--- src/rtl/serial_mag_compare_ctrl.sv ---
`default_nettype none
// ============================================================================
// Module      : serial_mag_compare_ctrl
// Description : Bit-serial, MSB-first magnitude compare of two unsigned
//               operands through a 1-bit l/e/g slice, with start/busy/done.
// Revision    : 1.0 - initial release
// ============================================================================
module serial_mag_compare_ctrl #(
    parameter int WIDTH      = 8,
    parameter bit EARLY_EXIT = 1'b1
) (
    input  logic                     clk,
    input  logic                     rst,
    input  logic                     start,
    input  logic [WIDTH-1:0]         a_in,
    input  logic [WIDTH-1:0]         b_in,
    output logic                     busy,
    output logic                     done,
    output logic                     lt,
    output logic                     eq,
    output logic                     gt,
    output logic [$clog2(WIDTH)-1:0] diff_idx
);

    localparam int IDX_W = $clog2(WIDTH);
    localparam logic [IDX_W-1:0] c_idx_msb = IDX_W'(WIDTH - 1);

    typedef enum logic [1:0] {
        S_IDLE = 2'd0,
        S_RUN  = 2'd1,
        S_DONE = 2'd2
    } state_t;

    state_t             r_state;
    logic [WIDTH-1:0]   r_a;
    logic [WIDTH-1:0]   r_b;
    logic [IDX_W-1:0]   r_idx;
    logic               r_found;
    logic               r_busy;
    logic               r_done;
    logic               r_lt;
    logic               r_eq;
    logic               r_gt;
    logic [IDX_W-1:0]   r_diff_idx;

    // Shared 1-bit comparator slice on the currently selected bit
    logic w_bit_a;
    logic w_bit_b;
    logic w_l;
    logic w_e;
    logic w_g;
    logic w_last;

    assign w_bit_a = r_a[r_idx];
    assign w_bit_b = r_b[r_idx];
    assign w_l     = ~w_bit_a & w_bit_b;
    assign w_e     = ~(w_bit_a ^ w_bit_b);
    assign w_g     = w_bit_a & ~w_bit_b;
    assign w_last  = (r_idx == '0) || (EARLY_EXIT && !w_e);

    always_ff @(posedge clk) begin
        if (rst) begin
            r_state    <= S_IDLE;
            r_a        <= '0;
            r_b        <= '0;
            r_idx      <= '0;
            r_found    <= 1'b0;
            r_busy     <= 1'b0;
            r_done     <= 1'b0;
            r_lt       <= 1'b0;
            r_eq       <= 1'b0;
            r_gt       <= 1'b0;
            r_diff_idx <= '0;
        end else begin
            case (r_state)
                S_IDLE: begin
                    r_done <= 1'b0;
                    if (start) begin
                        r_a        <= a_in;
                        r_b        <= b_in;
                        r_idx      <= c_idx_msb;
                        r_found    <= 1'b0;
                        r_busy     <= 1'b1;
                        r_lt       <= 1'b0;
                        r_eq       <= 1'b0;
                        r_gt       <= 1'b0;
                        r_diff_idx <= '0;
                        r_state    <= S_RUN;
                    end
                end
                S_RUN: begin
                    // Only the highest differing bit decides; later ones are ignored
                    if (!w_e && !r_found) begin
                        r_found    <= 1'b1;
                        r_lt       <= w_l;
                        r_gt       <= w_g;
                        r_diff_idx <= r_idx;
                    end
                    if (w_last) begin
                        if (!r_found && w_e) begin
                            r_eq       <= 1'b1;
                            r_diff_idx <= '0;
                        end
                        r_busy  <= 1'b0;
                        r_done  <= 1'b1;
                        r_state <= S_DONE;
                    end else begin
                        r_idx <= r_idx - IDX_W'(1);
                    end
                end
                S_DONE: begin
                    r_done  <= 1'b0;
                    r_state <= S_IDLE;
                end
                default: begin
                    r_busy  <= 1'b0;
                    r_done  <= 1'b0;
                    r_state <= S_IDLE;
                end
            endcase
        end
    end

    assign busy     = r_busy;
    assign done     = r_done;
    assign lt       = r_lt;
    assign eq       = r_eq;
    assign gt       = r_gt;
    assign diff_idx = r_diff_idx;

endmodule
`default_nettype wire

--- config.mk ---
export PLATFORM = sky130hd
export DESIGN_NAME = serial_mag_compare_ctrl
export DESIGN_NICKNAME = d
export VERILOG_FILES = /design/src/rtl/serial_mag_compare_ctrl.sv
export SDC_FILE = /design/constraint.sdc
export NUM_CORES = 1
export LEC_CHECK = 0
export ABC_CLOCK_PERIOD_IN_PS = 3000
export BUFFER_PORTS_ARGS = -buffer_cell sky130_fd_sc_hd__buf_2
export CORE_MARGIN = 2
export CORE_UTILIZATION = 45
export CTS_CLUSTER_DIAMETER = 40
export CTS_CLUSTER_SIZE = 8
export DETAILED_ROUTE_END_ITERATION = 10
export PLACE_DENSITY = 0.78
export SLEW_MARGIN = 30
export SYNTH_ARGS = -nofsm -noshare
export SYNTH_HDL_FRONTEND = slang
export SYNTH_SLANG_ARGS = --single-unit
--- constraint.sdc ---
create_clock -name clk -period 3 [get_ports clk]
set_clock_uncertainty 0.2 [all_clocks]
set_input_delay 0 -clock clk [delete_from_list [all_inputs] [get_ports clk]]
set_output_delay 0 -clock clk [all_outputs]
set_load 0.03 [all_outputs]
==> flow_summary.ini, run 1 <==
[outcome]
status = complete, no violations

[setup_path]
ff2ff_setup_slack_ns = 0.23
crit_fanout = 7
r2r_end = r_found
timing.critical_path.depth = 8
timing.critical_path.to = r_found
path_cells = mux4_2 -> mux2i_4 -> inv_2 -> ha_1 -> nor2_1 -> o21ai_0 -> a21oi_1 -> dlygate4sd3_1
critPathLaunch = r_idx[0]
rr_worst_depth = 8
rr_startpoint = r_idx[0]
critical_path.endpoint_type = flop
path_buf_inv = 2
critPathLaunchType = flop
arrival_ns = 2.80
kind_of_cell_with_the_highest_combined_delay_on_the_critical_path = multiplexers
critical_path_required_ns = 3.03
crit_type = reg2reg
cell_at_the_slowest_stage_of_the_critical_path = sky130_fd_sc_hd__dlygate4sd3_1
slowest_delay_ns = 0.58

[global_routing]
total_congestion_overflow = 0
groute.usage.overall = 0.230
grt_start_max_net_pins = 31
antenna_found_initial = 0
wire_length_of_the_first_global_routing_pass_um = 5880
number_of_global_route_vias_before_repair = 1349

[detailed_routing]
dr_wl_met3_um = 209
drt_pass1_iterations = 6
met2_length_um = 1950
route.detailed.drc = 0
wirelength_met1_um = 1480
routed_via_density = 5.27
vias = 1381
antenna_left = 0
post_drt_wl_per_cell_um = 14.2
drt_first_iter_violations = 44
highest_routed_layer = met4
routed_wirelength_um = 3730

[yosys]
ys_dominant_reg_cell = sky130_fd_sc_hd__dfxtp_1
ys_ff_latch = 30
ys_warn_count = 0
netlist_instances = 154
avgSynthCellArea_um2 = 9.08
netlist.top_cell.by_area = sky130_fd_sc_hd__dfxtp_1
synth.cell_area_um2 = 1400
sequential_fraction_of_the_synthesis_area = 0.430
leading_cell_types_by_count_after_synthesis = sky130_fd_sc_hd__nand2_1 (38), sky130_fd_sc_hd__dfxtp_1 (30), sky130_fd_sc_hd__a21oi_1 (20), sky130_fd_sc_hd__nor2_1 (9)
number_of_nets_produced_by_synthesis = 177
synth_edf_count = 0
yosysUniqueCellTypes = 33
synth.area.top_cells = sky130_fd_sc_hd__dfxtp_1 (43%), sky130_fd_sc_hd__nand2_1 (10%), sky130_fd_sc_hd__a21oi_1 (7.2%), sky130_fd_sc_hd__mux4_2 (6.4%), sky130_fd_sc_hd__ha_1 (3.6%)
synthMostInstantiatedCell = sky130_fd_sc_hd__nand2_1
yosys.area.top_type_share = 0.430
asyncSetResetFlopFracSynth = 0

[clock_network]
cts_clock_pin_slew_for_the_worst_setup_and_hold_paths_ns = 0.09
cts.sinks = 30
clockRootBuffer = sky130_fd_sc_hd__clkbuf_4
cts-buffers-inserted = 5
clock_insertion_delay_worst_skew_ns = 0.34
ctsLongestPathBuffers = 2
postCtsSetupBuffers = 0
cts_tree = built
clock_tree.htree_level_count = 2

[placement]
pre_cts_slack_ns = 0.247
gpl.final_weighted_congestion = 0.827
placed_cells = 203
dp_hpwl_um = 1940
port_buffers = 26

[final_layout]
final-seq-area_um2 = 602
multiInputGateArea_um2 = 709
n_antenna_cell = 0
final.fill_count = 222
final_cells = 262
nets = 251
finish.utilization = 0.698
area_delta_synth_final_pct = 49.9
layout_cells_sized_above_1 = 0.223

[timing]
finalSetupTns_ns = 0
max_clock_freq_mhz = 361
slew_headroom = 0.625
setup_repair_after_global_routing_missed_its_margin = false
finalCritPeriodShare = 0.923
timing.final.setup_violations = 0
minimum_setup_slack_in_the_final_design_ns = 0.231
final_hold_viol_count = 0
report.final.slew_viol_count = 0
period_minus_slack_ns = 2.77
tightestPinTransition_ns = 0.562

[flow_run]
max_cap_viol_count = 0

[pwr]
power_per_cell_area_nw_per_um2 = 526
worst_ir_drop_on_vdd_mv = 0.299
power.leakage_uw = 0.000884

[floorplanning]
placement_rows = 20
die_area_um2 = 3570
die_h_um = 59.7
starting_density = 0.465
die-width_um = 59.7
floorplan.io_pins = 27
core_area_um2 = 3000

[worst_hold_path]
hold_path_class = reg2reg
area by class of cell:
class                   count  area share
well taps                  33      0.0197
inverters                   6      0.0108
flip-flops and latches     30       0.287
clock buffers               8      0.0376
multi-input cells         108       0.339
repair buffers             77       0.306
flip-flops by register name, summed over array words and instances (netlist names), 2 cells and up:
| register | cells |
|---|---|
| diff_idx | 3 |
| r_a | 8 |
| r_b | 8 |
| r_idx | 3 |
| r_state | 2 |
cells in the final DEF, fill, tap and decap left out, types with 2 or more instances in the layout:
| master | count |
|---|---|
| sky130_fd_sc_hd__clkbuf_8 | 3 |
| sky130_fd_sc_hd__ha_1 | 4 |
| sky130_fd_sc_hd__nor3_1 | 4 |
| sky130_fd_sc_hd__inv_1 | 3 |
| sky130_fd_sc_hd__mux2i_4 | 2 |
| sky130_fd_sc_hd__a22o_1 | 2 |
| sky130_fd_sc_hd__nand2_1 | 38 |
| sky130_fd_sc_hd__a211oi_1 | 2 |
| sky130_fd_sc_hd__clkbuf_4 | 5 |
| sky130_fd_sc_hd__o21ai_0 | 4 |
| sky130_fd_sc_hd__dfxtp_1 | 29 |
| sky130_fd_sc_hd__nand2b_1 | 3 |
| sky130_fd_sc_hd__inv_2 | 3 |
| sky130_fd_sc_hd__nor2_1 | 9 |
| sky130_fd_sc_hd__a21oi_1 | 20 |
| sky130_fd_sc_hd__nor2b_1 | 2 |
| sky130_fd_sc_hd__dlygate4sd3_1 | 51 |
| sky130_fd_sc_hd__mux4_2 | 4 |
| sky130_fd_sc_hd__buf_2 | 26 |
worst min path at each step:
stage	slack [ns]	to	cells past startpoint	start
2_1_floorplan	-0.06	r_a[0]	2	a_in[0]
3_3_place_gp	0.04	r_a[7]	3	a_in[7]
4_1_cts	0.27	eq	2	eq
5_1_grt	0.29	eq	2	eq
6_report	0.26	eq	2	eq
3_5_place_dp	0.05	r_a[5]	3	a_in[5]
report_power, final:
group	switching (uW)	internal [uW]	total [uW]
clock network	145	160	305
logic	153	166	319
registers	43.7	434	477
total	342	759	1100
repair_timing:
item	4_1_cts	5_1_grt
hold buffers	51	0
endpoints found under the hold margin	22	0
endpoints found under the setup margin	0	1
resized for setup	0	1
metrics by stage:
step | total power [uW] | cell area [um^2] | hold WS (ns)
after floorplan | 683 | 1400 | -0.0640
after global placement | 714 | 1500 | 0.0407
after detailed placement | 725 | 1500 | 0.0463
after CTS | 1090 | 2090 | 0.265
after global routing | 1160 | 2090 | 0.289
final | 1100 | 2090 | 0.260
worst register-to-register path, cell delays in order (launching register included):
cell and delay, ns:
sky130_fd_sc_hd__dfxtp_2 0.46, sky130_fd_sc_hd__mux4_2 0.56, sky130_fd_sc_hd__mux2i_4 0.17, sky130_fd_sc_hd__inv_2 0.04
sky130_fd_sc_hd__ha_1 0.36, sky130_fd_sc_hd__nor2_1 0.06, sky130_fd_sc_hd__o21ai_0 0.15, sky130_fd_sc_hd__a21oi_1 0.08
sky130_fd_sc_hd__dlygate4sd3_1 0.58
cells by family (layout without fill, tap and decap cells):
group / count (synthesis) / after routing / synth area share
adders and majority gates: 4 / 4 / 0.0358
muxes: 8 / 8 / 0.112
buffers and inverters: 16 / 91 / 0.0627
AOI/OAI and AO/OA: 32 / 32 / 0.132
and+or+nand+nor: 64 / 64 / 0.228
DFF: 30 / 30 / 0.430
per-layer routing:
metal / vias to the layer above / global-route usage
li1: 665 / -
met4: 0 / 0.124
met3: 10 / 0.0541
met2: 51 / 0.399
met1: 655 / 0.258
met5: - / 0
No activity file was read; power rests on OpenSTA's default activity.
==> run 2: changes to the inputs <==
--- a/config.mk
+++ b/config.mk
@@ -5,14 +5,14 @@
 export SDC_FILE = /design/constraint.sdc
 export NUM_CORES = 1
 export LEC_CHECK = 0
-export ABC_CLOCK_PERIOD_IN_PS = 3000
+export ABC_CLOCK_PERIOD_IN_PS = 2300
 export BUFFER_PORTS_ARGS = -buffer_cell sky130_fd_sc_hd__buf_2
 export CORE_MARGIN = 2
 export CORE_UTILIZATION = 45
 export CTS_CLUSTER_DIAMETER = 40
 export CTS_CLUSTER_SIZE = 8
 export DETAILED_ROUTE_END_ITERATION = 10
-export PLACE_DENSITY = 0.78
+export PLACE_DENSITY = 0.81
 export SLEW_MARGIN = 30
 export SYNTH_ARGS = -nofsm -noshare
 export SYNTH_HDL_FRONTEND = slang
==> constraint.sdc (replaced) <==
create_clock -name clk -period 2.3 [get_ports clk]
set_clock_uncertainty 0.2 [all_clocks]
set_input_delay 0 -clock clk [delete_from_list [all_inputs] [get_ports clk]]
set_output_delay 0 -clock clk [all_outputs]
set_load 0.03 [all_outputs]
==> flow_summary.ini, run 2 (synthesis gave the netlist of run 1 again) <==
[setup_path]
critical_path_required_ns = 2.32
kind_of_cell_with_the_highest_combined_delay_on_the_critical_path = multiplexers
crit_type = reg2reg
crit_fanout = 4
critPathLaunchType = flop
path_buf_inv = 3
path_cells = mux4_2 -> mux2i_4 -> inv_2 -> ha_4 -> inv_4 -> nor3_4 -> buf_4 -> a21o_1 -> a21oi_2
arrival_ns = 2.33
cell_at_the_slowest_stage_of_the_critical_path = sky130_fd_sc_hd__mux4_2
critical_path.endpoint_type = flop
slowest_delay_ns = 0.53

[final_layout]
area_delta_synth_final_pct = 46.8
nets = 249
post-route-cell-area_um2 = 2050
layout_commonest_cell = sky130_fd_sc_hd__nand2_1
final_cells = 260
layout_cells_sized_above_1 = 0.304
final_cell_mix = sky130_fd_sc_hd__nand2_1 (38), sky130_fd_sc_hd__dlygate4sd3_1 (34), sky130_fd_sc_hd__dfxtp_1 (29)
n_antenna_cell = 0
reg.largest.list = r_a x8, r_b x8

[floorplanning]
placement_rows = 20
die_h_um = 59.7
die-width_um = 59.7
starting_density = 0.465
floorplan.io_pins = 27
die_area_um2 = 3570
core_area_um2 = 3000

[timing]
slew_headroom = 0.638
max_clock_freq_mhz = 433
finalCritPeriodShare = 1.00
finalSetupTns_ns = -0.0104
final_hold_viol_count = 0
tightestPinTransition_ns = 0.542
minimum_setup_slack_in_the_final_design_ns = -0.0104
report.final.slew_viol_count = 0
timing.final.setup_violations = 1
period_minus_slack_ns = 2.31
setup_repair_after_global_routing_missed_its_margin = true

[clock_network]
cts.sinks = 30
clockRootBuffer = sky130_fd_sc_hd__clkbuf_4
cts_clock_pin_slew_for_the_worst_setup_and_hold_paths_ns = 0.09
cts_tree = built
cts-buffers-inserted = 5
clock_tree.htree_level_count = 2
clock_insertion_delay_worst_skew_ns = 0.34
ctsLongestPathBuffers = 2

[global_routing]
total_congestion_overflow = 0
antenna_found_initial = 0
number_of_global_route_vias_before_repair = 1250
groute.usage.overall = 0.215
grt_start_max_net_pins = 31
wire_length_of_the_first_global_routing_pass_um = 5470

[outcome]
status = finished, violations left
failing_checks = setup timing

[pwr]
power.leakage_uw = 0.000846
worst_ir_drop_on_vdd_mv = 0.424
power_per_cell_area_nw_per_um2 = 705

[flow_run]
max_cap_viol_count = 0

[detailed_routing]
drt_pass1_iterations = 4
post_drt_wl_per_cell_um = 13.7
vias = 1333
routed_wirelength_um = 3560
drt_first_iter_violations = 36
route.detailed.drc = 0
routed_via_density = 5.13
antenna_left = 0

[placement]
gpl.final_weighted_congestion = 0.763
post_dp_cell_area_um2 = 1600
placed_cells = 214
dp_hpwl_um = 1920
port_buffers = 26

[worst_hold_path]
hold_path_class = reg2reg
run 2: area by class of cell:
class / count / area [um^2]
Timing Repair Buffer: 75 / 583
Clock inverter: 1 / 5.00
Multi-Input combinational cell: 108 / 738
Tap cell: 33 / 41.3
Inverter: 6 / 25.0
Fill cell: 231 / 951
Clock buffer: 7 / 55.1
Sequential cell: 30 / 604
run 2: through the flow:
stage	setup slack [ns]	total power (uW)	util	hold WS, ns
global route	-0.112	1520	0.683	0.287
finish	-0.0104	1450	0.683	0.260
global placement	-0.0604	1000	0.533	0.0415
detailed placement	-0.145	1010	0.533	0.0449
CTS	-0.0569	1420	0.675	0.260
floorplan	0.00925	902	-	-0.0640
run 2: worst paths after layout:
check        slack (ns)      from  cells past startpoint        to
max               -0.01  r_idx[0]                      9  r_idx[0]
min                0.26        eq                      2        eq
max reg2reg       -0.01  r_idx[0]                      9  r_idx[0]
min reg2reg        0.26        eq                      2        eq
run 2: repair_timing:
| item | in CTS | in global routing |
|---|---|---|
| setup endpoints to repair | 9 | 11 |
| gates resized for setup | 5 | 3 |
| buffers inserted | 2 | 2 |
| hold buffers | 34 | 0 |
| hold endpoints to repair | 23 | 0 |
| pin swaps | 7 | 3 |
run 2: report_power, final:
group / internal, uW / total (uW) / switching (uW)
sequential: 566 / 612 / 45.5
combinational: 271 / 502 / 231
clock: 148 / 332 / 184
total: 985 / 1450 / 461
run 2: worst reg2reg max path: cells and delay by family, from the launching register on:
kind / cells / cell delay, ns
buffers and inverters: 3 / 0.27
flip-flops: 1 / 0.38
AO/OA/AOI/OAI: 2 / 0.16
adder cells (fa/ha/maj): 1 / 0.28
AND/OR/NAND/NOR: 1 / 0.21
multiplexers: 2 / 0.70
run 2: per-layer routing:
layer / vias up / track usage / part of all wire
met1: 607 / 0.235 / 0.40
met4: 0 / 0.130 / 0.033
met2: 48 / 0.370 / 0.52
li1: 660 / - / -
met3: 18 / 0.0563 / 0.044
met5: - / 0 / 0
==> run 3: changes to the inputs <==
--- a/config.mk
+++ b/config.mk
@@ -13,6 +13,7 @@
 export CTS_CLUSTER_SIZE = 8
 export DETAILED_ROUTE_END_ITERATION = 10
 export PLACE_DENSITY = 0.81
+export REMOVE_ABC_BUFFERS = 1
 export SLEW_MARGIN = 30
 export SYNTH_ARGS = -nofsm -noshare
 export SYNTH_HDL_FRONTEND = slang
==> flow_summary.ini, run 3 (synthesis gave the netlist of run 1 again) <==
[outcome]
status = finished, violations left
failing_checks = setup timing

[final_layout]
layout_commonest_cell = sky130_fd_sc_hd__nand2_1
final-seq-area_um2 = 604
finish.utilization = 0.690
multiInputGateArea_um2 = 749
area_delta_synth_final_pct = 48.2
final_cell_mix = sky130_fd_sc_hd__nand2_1 (38), sky130_fd_sc_hd__dlygate4sd3_1 (34), sky130_fd_sc_hd__dfxtp_1 (29)
reg.largest.list = r_a x8, r_b x8
post-route-cell-area_um2 = 2070
final.fill_count = 216
n_antenna_cell = 0
nets = 247
layout_cells_sized_above_1 = 0.307

[setup_path]
critPathLaunchType = flop
ff2ff_setup_slack_ns = -0.02
rr_worst_depth = 8
r2r_end = r_idx[2]
crit_type = reg2reg
critical_path_required_ns = 2.34
crit_fanout = 4
arrival_ns = 2.37
critical_path.endpoint_type = flop
rr_startpoint = r_idx[0]

[global_routing]
wire_length_of_the_first_global_routing_pass_um = 5740
groute.usage.overall = 0.222
grt_start_max_net_pins = 21
number_of_global_route_vias_before_repair = 1317
antenna_found_initial = 0
total_congestion_overflow = 0

[timing]
final_hold_viol_count = 0
report.final.slew_viol_count = 0
minimum_setup_slack_in_the_final_design_ns = -0.0234
tightestPinTransition_ns = 0.544
max_clock_freq_mhz = 430
finalCritPeriodShare = 1.01
timing.final.setup_violations = 1
slew_headroom = 0.637
setup_repair_after_global_routing_missed_its_margin = true
period_minus_slack_ns = 2.32

[detailed_routing]
routed_via_density = 5.14
vias = 1325
antenna_left = 0
route.detailed.drc = 0
drt_pass1_iterations = 4
drt_first_iter_violations = 27
routed_wirelength_um = 3400
post_drt_wl_per_cell_um = 13.2

[pwr]
worst_ir_drop_on_vdd_mv = 0.412
power.leakage_uw = 0.000849
power_per_cell_area_nw_per_um2 = 727
total_power_uw = 1500

[floorplanning]
starting_density = 0.465
die-width_um = 59.7
floorplan.io_pins = 27
die_h_um = 59.7
core_area_um2 = 3000
placement_rows = 20
die_area_um2 = 3570

[worst_hold_path]
hold_path_depth = 2
min_delay_worst_endpoint = r_a[7]
hold_path_class = reg2reg
min-delay-start = r_a[7]

[clock_network]
clock_insertion_delay_worst_skew_ns = 0.35
ctsLongestPathBuffers = 2
cts_tree = built
cts_clock_pin_slew_for_the_worst_setup_and_hold_paths_ns = 0.09
cts.sinks = 30
clock_tree.htree_level_count = 2
cts-buffers-inserted = 5
clockRootBuffer = sky130_fd_sc_hd__clkbuf_4

[placement]
port_buffers = 26
dp_hpwl_um = 2110
gpl.final_weighted_congestion = 0.777
post_dp_cell_area_um2 = 1590

[flow_run]
max_cap_viol_count = 0
-- run 3: worst max-delay path by stage --
| stage | start | end | cells after the start |
|---|---|---|---|
| 2_1_floorplan | r_idx[0] | r_idx[2] | 8 |
| 3_3_place_gp | r_idx[0] | r_idx[2] | 8 |
| 3_5_place_dp | r_idx[0] | r_idx[2] | 8 |
| 4_1_cts | r_idx[0] | r_idx[2] | 8 |
| 5_1_grt | r_idx[0] | r_idx[2] | 8 |
| 6_report | r_idx[0] | r_idx[2] | 8 |
-- run 3: report_power, final --
part | switching, uW | total, uW | internal, uW
clock network | 187 | 395 | 209
logic | 238 | 502 | 264
registers | 41.7 | 608 | 566
-- run 3: per-stage QoR --
stage | setup TNS [ns] | instances | setup WS (ns) | hold slack, ns
floorplan | -0.995 | 144 | -0.198 | -0.131
global route | -0.649 | 258 | -0.133 | 0.276
CTS | -0.0370 | 257 | -0.0312 | 0.260
detailed placement | -1.85 | 214 | -0.275 | 0.0452
finish | -0.0234 | 258 | -0.0234 | 0.259
global placement | -0.886 | 214 | -0.136 | 0.0415
-- run 3: critical path: stages, from the launching register on --
cell                       delay [ns]
sky130_fd_sc_hd__dfxtp_4         0.38
sky130_fd_sc_hd__mux4_2          0.53
sky130_fd_sc_hd__mux2i_4         0.17
sky130_fd_sc_hd__inv_2           0.07
sky130_fd_sc_hd__ha_4            0.30
sky130_fd_sc_hd__inv_4           0.05
sky130_fd_sc_hd__nor3_4          0.18
sky130_fd_sc_hd__a211oi_1        0.12
sky130_fd_sc_hd__a311oi_2        0.22
-- run 3: timing repair --
action	4_1_cts	5_1_grt
pin swaps	5	2
buffers inserted	1	1
hold buffers	34	0
endpoints found under the hold margin	27	0
resized for setup	10	2
endpoints found under the setup margin	12	10
-- run 3: final cells by class --
class | count | area share
multi-input cells | 108 | 0.362
clock buffers | 8 | 0.0381
repair buffers | 73 | 0.276
well taps | 33 | 0.0199
flip-flops and latches | 30 | 0.292
inverters | 6 | 0.0121
-- run 3: metal layers --
metal / part of all wire / up-vias / GRT usage
met5: 0 / - / 0
met4: 0.029 / 0 / 0.127
met3: 0.037 / 9 / 0.0519
met2: 0.51 / 36 / 0.391
met1: 0.42 / 623 / 0.240
li1: - / 657 / -
